## src/rtl/hex_disp_pkg.sv

```systemverilog
// Shared constants for the multiplexed hex display path (scanner and decoder wrapper).
package hex_disp_pkg;

  localparam int unsigned DIGIT_W   = 4;
  localparam logic        ANODE_ON  = 1'b0;
  localparam logic [6:0]  BLANK_SEG = 7'b1111111;

endpackage

```

## src/rtl/hex_digit_scanner_tick_gen.sv

```systemverilog
// Free-running prescaler: one-cycle tick every PRESCALE clocks.
module tick_gen #(
  parameter int unsigned PRESCALE = 50000
) (
  input  logic clk,
  input  logic rst_n,
  output logic tick
);

  localparam int unsigned     CNT_W = $clog2(PRESCALE);
  localparam logic [CNT_W-1:0] LAST = CNT_W'(PRESCALE - 1);

  logic [CNT_W-1:0] count;

  assign tick = (count == LAST);

  always_ff @(posedge clk or negedge rst_n) begin
    if (!rst_n) begin
      count <= '0;
    end else if (tick) begin
      count <= '0;
    end else begin
      count <= count + 1'b1;
    end
  end

endmodule

```

## src/rtl/hex_digit_scanner.sv

```systemverilog
// Time-multiplexes NUM_DIGITS hex nibbles onto one shared seven-segment decoder,
// with a frame-aligned double buffer and optional leading-zero blanking.
module hex_digit_scanner
  import hex_disp_pkg::*;
#(
  parameter int unsigned NUM_DIGITS = 4,
  parameter int unsigned PRESCALE   = 50000
) (
  input  logic                          clk,
  input  logic                          rst_n,
  input  logic [DIGIT_W*NUM_DIGITS-1:0] value,
  input  logic                          value_valid,
  output logic                          value_ready,
  input  logic                          blank_lz_en,
  output logic [DIGIT_W-1:0]            hex_digit,
  output logic                          digit_blank,
  output logic [NUM_DIGITS-1:0]         digit_sel,
  output logic                          frame_done
);

  localparam int unsigned      VAL_W    = DIGIT_W * NUM_DIGITS;
  localparam int unsigned      IDX_W    = $clog2(NUM_DIGITS);
  localparam logic [IDX_W-1:0] IDX_LAST = IDX_W'(NUM_DIGITS - 1);

  logic             tick;
  logic             accept;
  logic [IDX_W-1:0] idx;
  logic [VAL_W-1:0] disp_reg;
  logic [VAL_W-1:0] pend_reg;
  logic             pend_full;

  tick_gen #(
    .PRESCALE(PRESCALE)
  ) u_tick_gen (
    .clk  (clk),
    .rst_n(rst_n),
    .tick (tick)
  );

  assign frame_done = tick && (idx == IDX_LAST);
  assign accept     = value_valid && value_ready;

  always_ff @(posedge clk or negedge rst_n) begin
    if (!rst_n) begin
      idx         <= '0;
      disp_reg    <= '0;
      pend_reg    <= '0;
      pend_full   <= 1'b0;
      value_ready <= 1'b0;
    end else begin
      if (tick) begin
        idx <= (idx == IDX_LAST) ? '0 : idx + 1'b1;
      end
      // accept only happens with the pending slot empty, so it never races the transfer
      if (accept) begin
        pend_reg  <= value;
        pend_full <= 1'b1;
      end else if (frame_done && pend_full) begin
        disp_reg  <= pend_reg;
        pend_full <= 1'b0;
      end
      value_ready <= !accept && (!pend_full || frame_done);
    end
  end

  // digit i is blanked when every nibble from i upward is zero
  always_comb begin
    hex_digit   = '0;
    digit_sel   = '1;
    digit_blank = 1'b0;
    for (int unsigned i = 0; i < NUM_DIGITS; i++) begin
      if (idx == IDX_W'(i)) begin
        hex_digit    = disp_reg[i*DIGIT_W +: DIGIT_W];
        digit_sel[i] = ANODE_ON;
        digit_blank  = blank_lz_en && (i != 0) && ((disp_reg >> (DIGIT_W * i)) == '0);
      end
    end
  end

endmodule

```

## config.mk

```make
export PLATFORM = sky130hd
export DESIGN_NAME = hex_digit_scanner
export DESIGN_NICKNAME = d
export VERILOG_FILES = /design/src/rtl/hex_disp_pkg.sv /design/src/rtl/hex_digit_scanner_tick_gen.sv /design/src/rtl/hex_digit_scanner.sv
export SDC_FILE = /design/constraint.sdc
export NUM_CORES = 1
export LEC_CHECK = 0
export BUFFER_PORTS_ARGS = -buffer_cell sky130_fd_sc_hd__clkbuf_2
export CAP_MARGIN = 20
export CORE_ASPECT_RATIO = 1.1
export CORE_MARGIN = 5
export CORE_UTILIZATION = 56
export DETAILED_ROUTE_END_ITERATION = 7
export HOLD_SLACK_MARGIN = 0.08
export PLACE_DENSITY = 0.78
export REMOVE_ABC_BUFFERS = 1
export SYNTH_ARGS = -nofsm -noshare
export SYNTH_HDL_FRONTEND = slang
export SYNTH_SLANG_ARGS = --single-unit
```

## constraint.sdc

```tcl
create_clock -name clk -period 2.4 [get_ports clk]
set_clock_uncertainty 0.05 [all_clocks]
set_input_delay 0.48 -clock clk [delete_from_list [all_inputs] [get_ports clk]]
set_output_delay 0.48 -clock clk [all_outputs]
set_load 0.02 [all_outputs]
```

* Word level (Yosys, flattened, before mapping) *
Cells that the tools add are included.

word-level totals
  bits in registers = 52
  input bits = 20
  output and inout bits = 11
  logic and storage cells = 44

operators by class
  add/sub/neg operators = 2
  eq/ne operators = 4
  multiplexer cells = 15
  bitwise logic cells = 1
  reduce and logical (&&, ||, !) cells = 16

operator list
  kind                     number
  $logic_not A16 Y1        3
  $add A16 B1 Y16 const B  1
  $eq A16 B16 Y1 const B   1
  $mux W16                 1
  $mux W4                  4
  $mux W1                  9
  $logic_and A1 B1 Y1      7
  $eq A2 B2 Y1 const B     2
  $add A2 B1 Y2 const B    1
  $eq A2 B1 Y1 const B     1
  $logic_not A1 Y1         2
  $logic_not A2 Y1         1
  $mux W2                  1
  $reduce_and A2 Y1        1
  $reduce_bool A2 Y1       1
  $logic_or A1 B1 Y1       1
  $not A1 Y1               1

* Logic depth before layout (Yosys ltp) *
  word-level depth = 5
  gate-level depth with buffers = 6
  mapped depth without buffers = 6

* By module *
From an unflattened synthesis, not the netlist that was laid out.

second synthesis, totals
  cell total of the unflattened synthesis = 183
  area, all modules = 2339.7 um^2

modules (own cells, without submodules)
  module             instances  cells each  area an instance (um^2)  sequential area each (um^2)
  hex_digit_scanner  1          116         1577.8                   900.9
  tick_gen           1          67          762.0                    400.4

* Worst setup path after synthesis *
Ideal clock, no wire load.

  path kind = reg2out
  from = register idx[0]
  to = output port hex_digit[0]
  data arrival time = 1572 ps
  required time = 1870 ps
  slack = 298 ps
  cell stages (with the launch flop) = 7
  buffers on the path = 0
  cell sequence = dfrtp_1 inv_1 ha_1 inv_1 nor2_1 a221oi_1 o31ai_1

on the way
  longest elaborated chain between the ends = 5
  elaborated cells between the ends (all ways) = 8
  those cells by class = eq/ne: 3; mux: 4; reduce/logical: 1

ends and longest elaborated chain
  item                    RTL line                 source
  start, declared         hex_digit_scanner.sv:27  logic [IDX_W-1:0] idx;
  start signal, assigned  hex_digit_scanner.sv:52  idx <= (idx == IDX_LAST) ? '0 : idx + 1'b1;
  $logic_not A2 Y1        hex_digit_scanner.sv:72  if (idx == IDX_W'(i)) begin
  $mux W4 (3 in series)   hex_digit_scanner.sv:72
  $mux W4 *               hex_digit_scanner.sv:72
  end, declared           hex_digit_scanner.sv:15  output logic [DIGIT_W-1:0] hex_digit,

Every way passes the cells marked *; elsewhere a longest branch is shown, timed or not.

* Worst setup path after layout *
  from = register idx[0]
  to = output port hex_digit[2]

The elaborated chain is that of the path after synthesis.

==> run_results.csv <==
group,metric,value,unit
outcome,status,"finished, final reports clean",
global_route,gr-total-overflow,0,
clock_network,clockRootBuffer,"clkbuf_8",
drt,drt-pass1-iter-count,4,
clock_network,cts_buffers,5,
clock_network,clock_latency,290,ps
worst_setup_path,crit_buf_inv,3,
drt,wl_per_cell,15.7,µm
drt,finalWirelength,4.41,mm
synth,synth_top_flop_cell,"dfrtp_1",
synth,synth_common_cells,"dfrtp_1 (52), mux2_2 (22), nor2_1 (15), nand2_1 (12), mux2_4 (10)",
floorplan,core_area,4020,µm²
drt,drtIter0Drc,91,
floorplan,die_w,71.7,µm
synth,synthArstFlopShare,100,%
finish,num-nets-final,254,
power_and_ir_drop,power_density,582,nW/µm²
synth,ys_ff_latch,52,
synth,synthTopCellsByArea,"dfrtp_1 (55%), mux2_2 (11%), mux2_4 (6.4%)",
worst_setup_path,worstPathMaxFanout,4,
worst_setup_path,cpMaxStageDelayCell,"dfrtp_1",
power_and_ir_drop,peakVddDrop,0.336,mV
synth,yosysMostFrequentCell,"dfrtp_1",
global_route,grt_usage,17.1,%
floorplan,io_pins,31,
finish,fillCellCount,317,
clock_network,cts_buffer_depth,2,
worst_setup_path,critPathCaptureType,"primary output",
synth,synth_area_per_cell,12.7,µm²
finish,syn_to_final_growth,17.3,%
clock_network,cts_sinks,52,
worst_setup_path,cp.arrival,1770,ps
timing,period_minus_slack,2300,ps
drt,drc_errors,0,
timing,fmaxAchievable,435,MHz
power_and_ir_drop,leakagePower,0.00137,µW
power_and_ir_drop,power,1600,µW
timing,post-route-period-util,95.7,%
worst_setup_path,ff2ff_setup_slack,180,ps
place,io_buffers,30,
floorplan,initial_core_util,58.4,%
timing,tns,0,ps
global_route,antenna_found_initial,0,
worst_hold_path,min_path_type,"in -> async",
clock_network,postCtsHoldBufs,0,
worst_setup_path,worstPathCellList,"inv_1, ha_1, inv_1, nor2_4, a221oi_2, o31ai_1, buf_2",
synth,synth.distinct_cells,28,
drt,antenna_left,0,
synth,netlist_area,2350,µm²
global_route,grt_max_degree,29,
timing,worst_pin_slew,637,ps
floorplan,fp-row-count,24,
worst_setup_path,crit_family,"buffers and inverters",
floorplan,die-area,5590,µm²
worst_setup_path,path_common_cell,"inv_1",
timing,rsz0062_at_grt,"no",
clock_network,cts_tree,"done",
worst_setup_path,startpoint_type,"flip-flop",
drt,via_per_inst,5.43,
flow_run,drv_cap,0,
global_route,grt_pass1_wl,7.60,mm
finish,diodes,0,
timing,hold_viol,0,
drt,vias,1527,
timing,final_max_slew_viol_count,0,
synth,yosysSeqAreaShare,55.4,%
floorplan,dieHeight,77.9,µm
synth,synth_enable_flop_cells,0,
finish,drive_above_1_share,39.3,%
worst_setup_path,worstPathRequired,1870,ps
global_route,first_global_vias,1598,
clock_network,clkTransAtPathRegs,90,ps
worst_setup_path,slowest_delay,410,ps
clock_network,htreeDepth,2,
timing,relSlewSlack,57.5,%
place,dpl.hpwl,3.16,mm
worst_setup_path,r2r-end,"disp_reg[6]",
worst_setup_path,crit_type,"reg -> out",
place,gp_congestion,0.796,
synth,yosysWarnings,0,
timing,setup-violations-final,0,
worst_setup_path,reg2regPathDepth,5,
worst_setup_path,regToRegStartpoint,"u_tick_gen.count[5]",
synth,synth_top_area_cell,"dfrtp_1",
synth,synthCells,185,
synth,synth_top_cell_area_share,55.4,%
-- layout make-up --
class / instances / area, µm² / share of cell area [%]
clock buffers: 5 / 68.8 / 2.50
repair buffers: 41 / 248 / 8.99
inverters: 9 / 33.8 / 1.23
multi-input cells: 120 / 1030 / 37.2
flip-flops and latches: 52 / 1300 / 47.2
well taps: 52 / 65.1 / 2.36
clock inverters: 2 / 12.5 / 0.454
-- cell families (layout without fill, tap and decap cells) --
kind of cell | after synthesis | in the layout | synth area share [%]
simple gates | 54 | 54 | 13.0
mux | 32 | 32 | 16.9
compound gates | 16 | 16 | 4.74
fa+ha+maj | 5 | 5 | 2.66
xor+xnor | 13 | 13 | 4.85
buf+inv | 13 | 57 | 2.40
flops | 52 | 52 | 55.4
-- repair_timing --
item,in CTS,in global routing
pin swaps,1,1
setup endpoints to repair,4,9
resized for setup,2,12
setup buffers,5,2
-- layout by cell type, fill, tap and decap left out, types with 2 or more instances in the layout --
master,netlist,routed
nor3_1,5,5
dfrtp_1,52,52
a21oi_1,2,2
inv_1,9,9
clkbuf_8,0,5
ha_1,5,3
a221oi_1,4,2
xor2_1,6,6
nand3_1,6,5
xnor2_1,7,7
a221oi_2,0,2
o21ai_0,4,3
nand4_1,3,3
buf_2,0,4
nand2_1,12,12
mux2_2,22,22
ha_2,0,2
nor2_1,15,14
clkbuf_2,0,25
buf_4,0,10
o31ai_1,4,3
nor4_1,5,5
nand4bb_1,2,2
mux2_4,10,10
-- stage by stage --
step	cell area, µm²	hold slack, ps	setup WS [ps]	std cells	utilization, %
floorplan	2330	134	28.9	181	-
global placement	2580	430	254	267	64.2
detailed placement	2580	436	200	267	64.2
CTS	2710	154	12.0	279	67.3
global route	2760	189	2.80	281	68.5
finish	2760	136	103	281	68.5
-- where the power goes --
group	total [µW]	leakage (µW)	internal, µW	switching (µW)
clock network	464	0.0000400	198	266
registers	1010	0.000672	960	47.5
logic	132	0.000656	82.2	50.0
total	1600	0.00137	1240	364
-- worst max-delay path by stage --
stage | start | endpoint | slack, ps | cells past startpoint
2_1_floorplan | u_tick_gen.count[0] | disp_reg[10] | 30 | 5
3_3_place_gp | u_tick_gen.count[5] | disp_reg[6] | 250 | 4
3_5_place_dp | u_tick_gen.count[5] | disp_reg[5] | 200 | 4
4_1_cts | idx[1] | hex_digit[2] | 10 | 6
5_1_grt | u_tick_gen.count[5] | frame_done | 3 | 5
6_report | idx[0] | hex_digit[2] | 100 | 7
-- routing by layer --
| layer | GRT usage, % | vias to the layer above | part of all wire [%] |
|---|---|---|---|
| met5 | 0 | - | 0 |
| met4 | 5.45 | 0 | 0.75 |
| met3 | 4.13 | 4 | 4.3 |
| met2 | 28.2 | 34 | 52 |
| met1 | 22.2 | 751 | 43 |
| li1 | - | 738 | - |
Power figures use the tool's default switching activity.
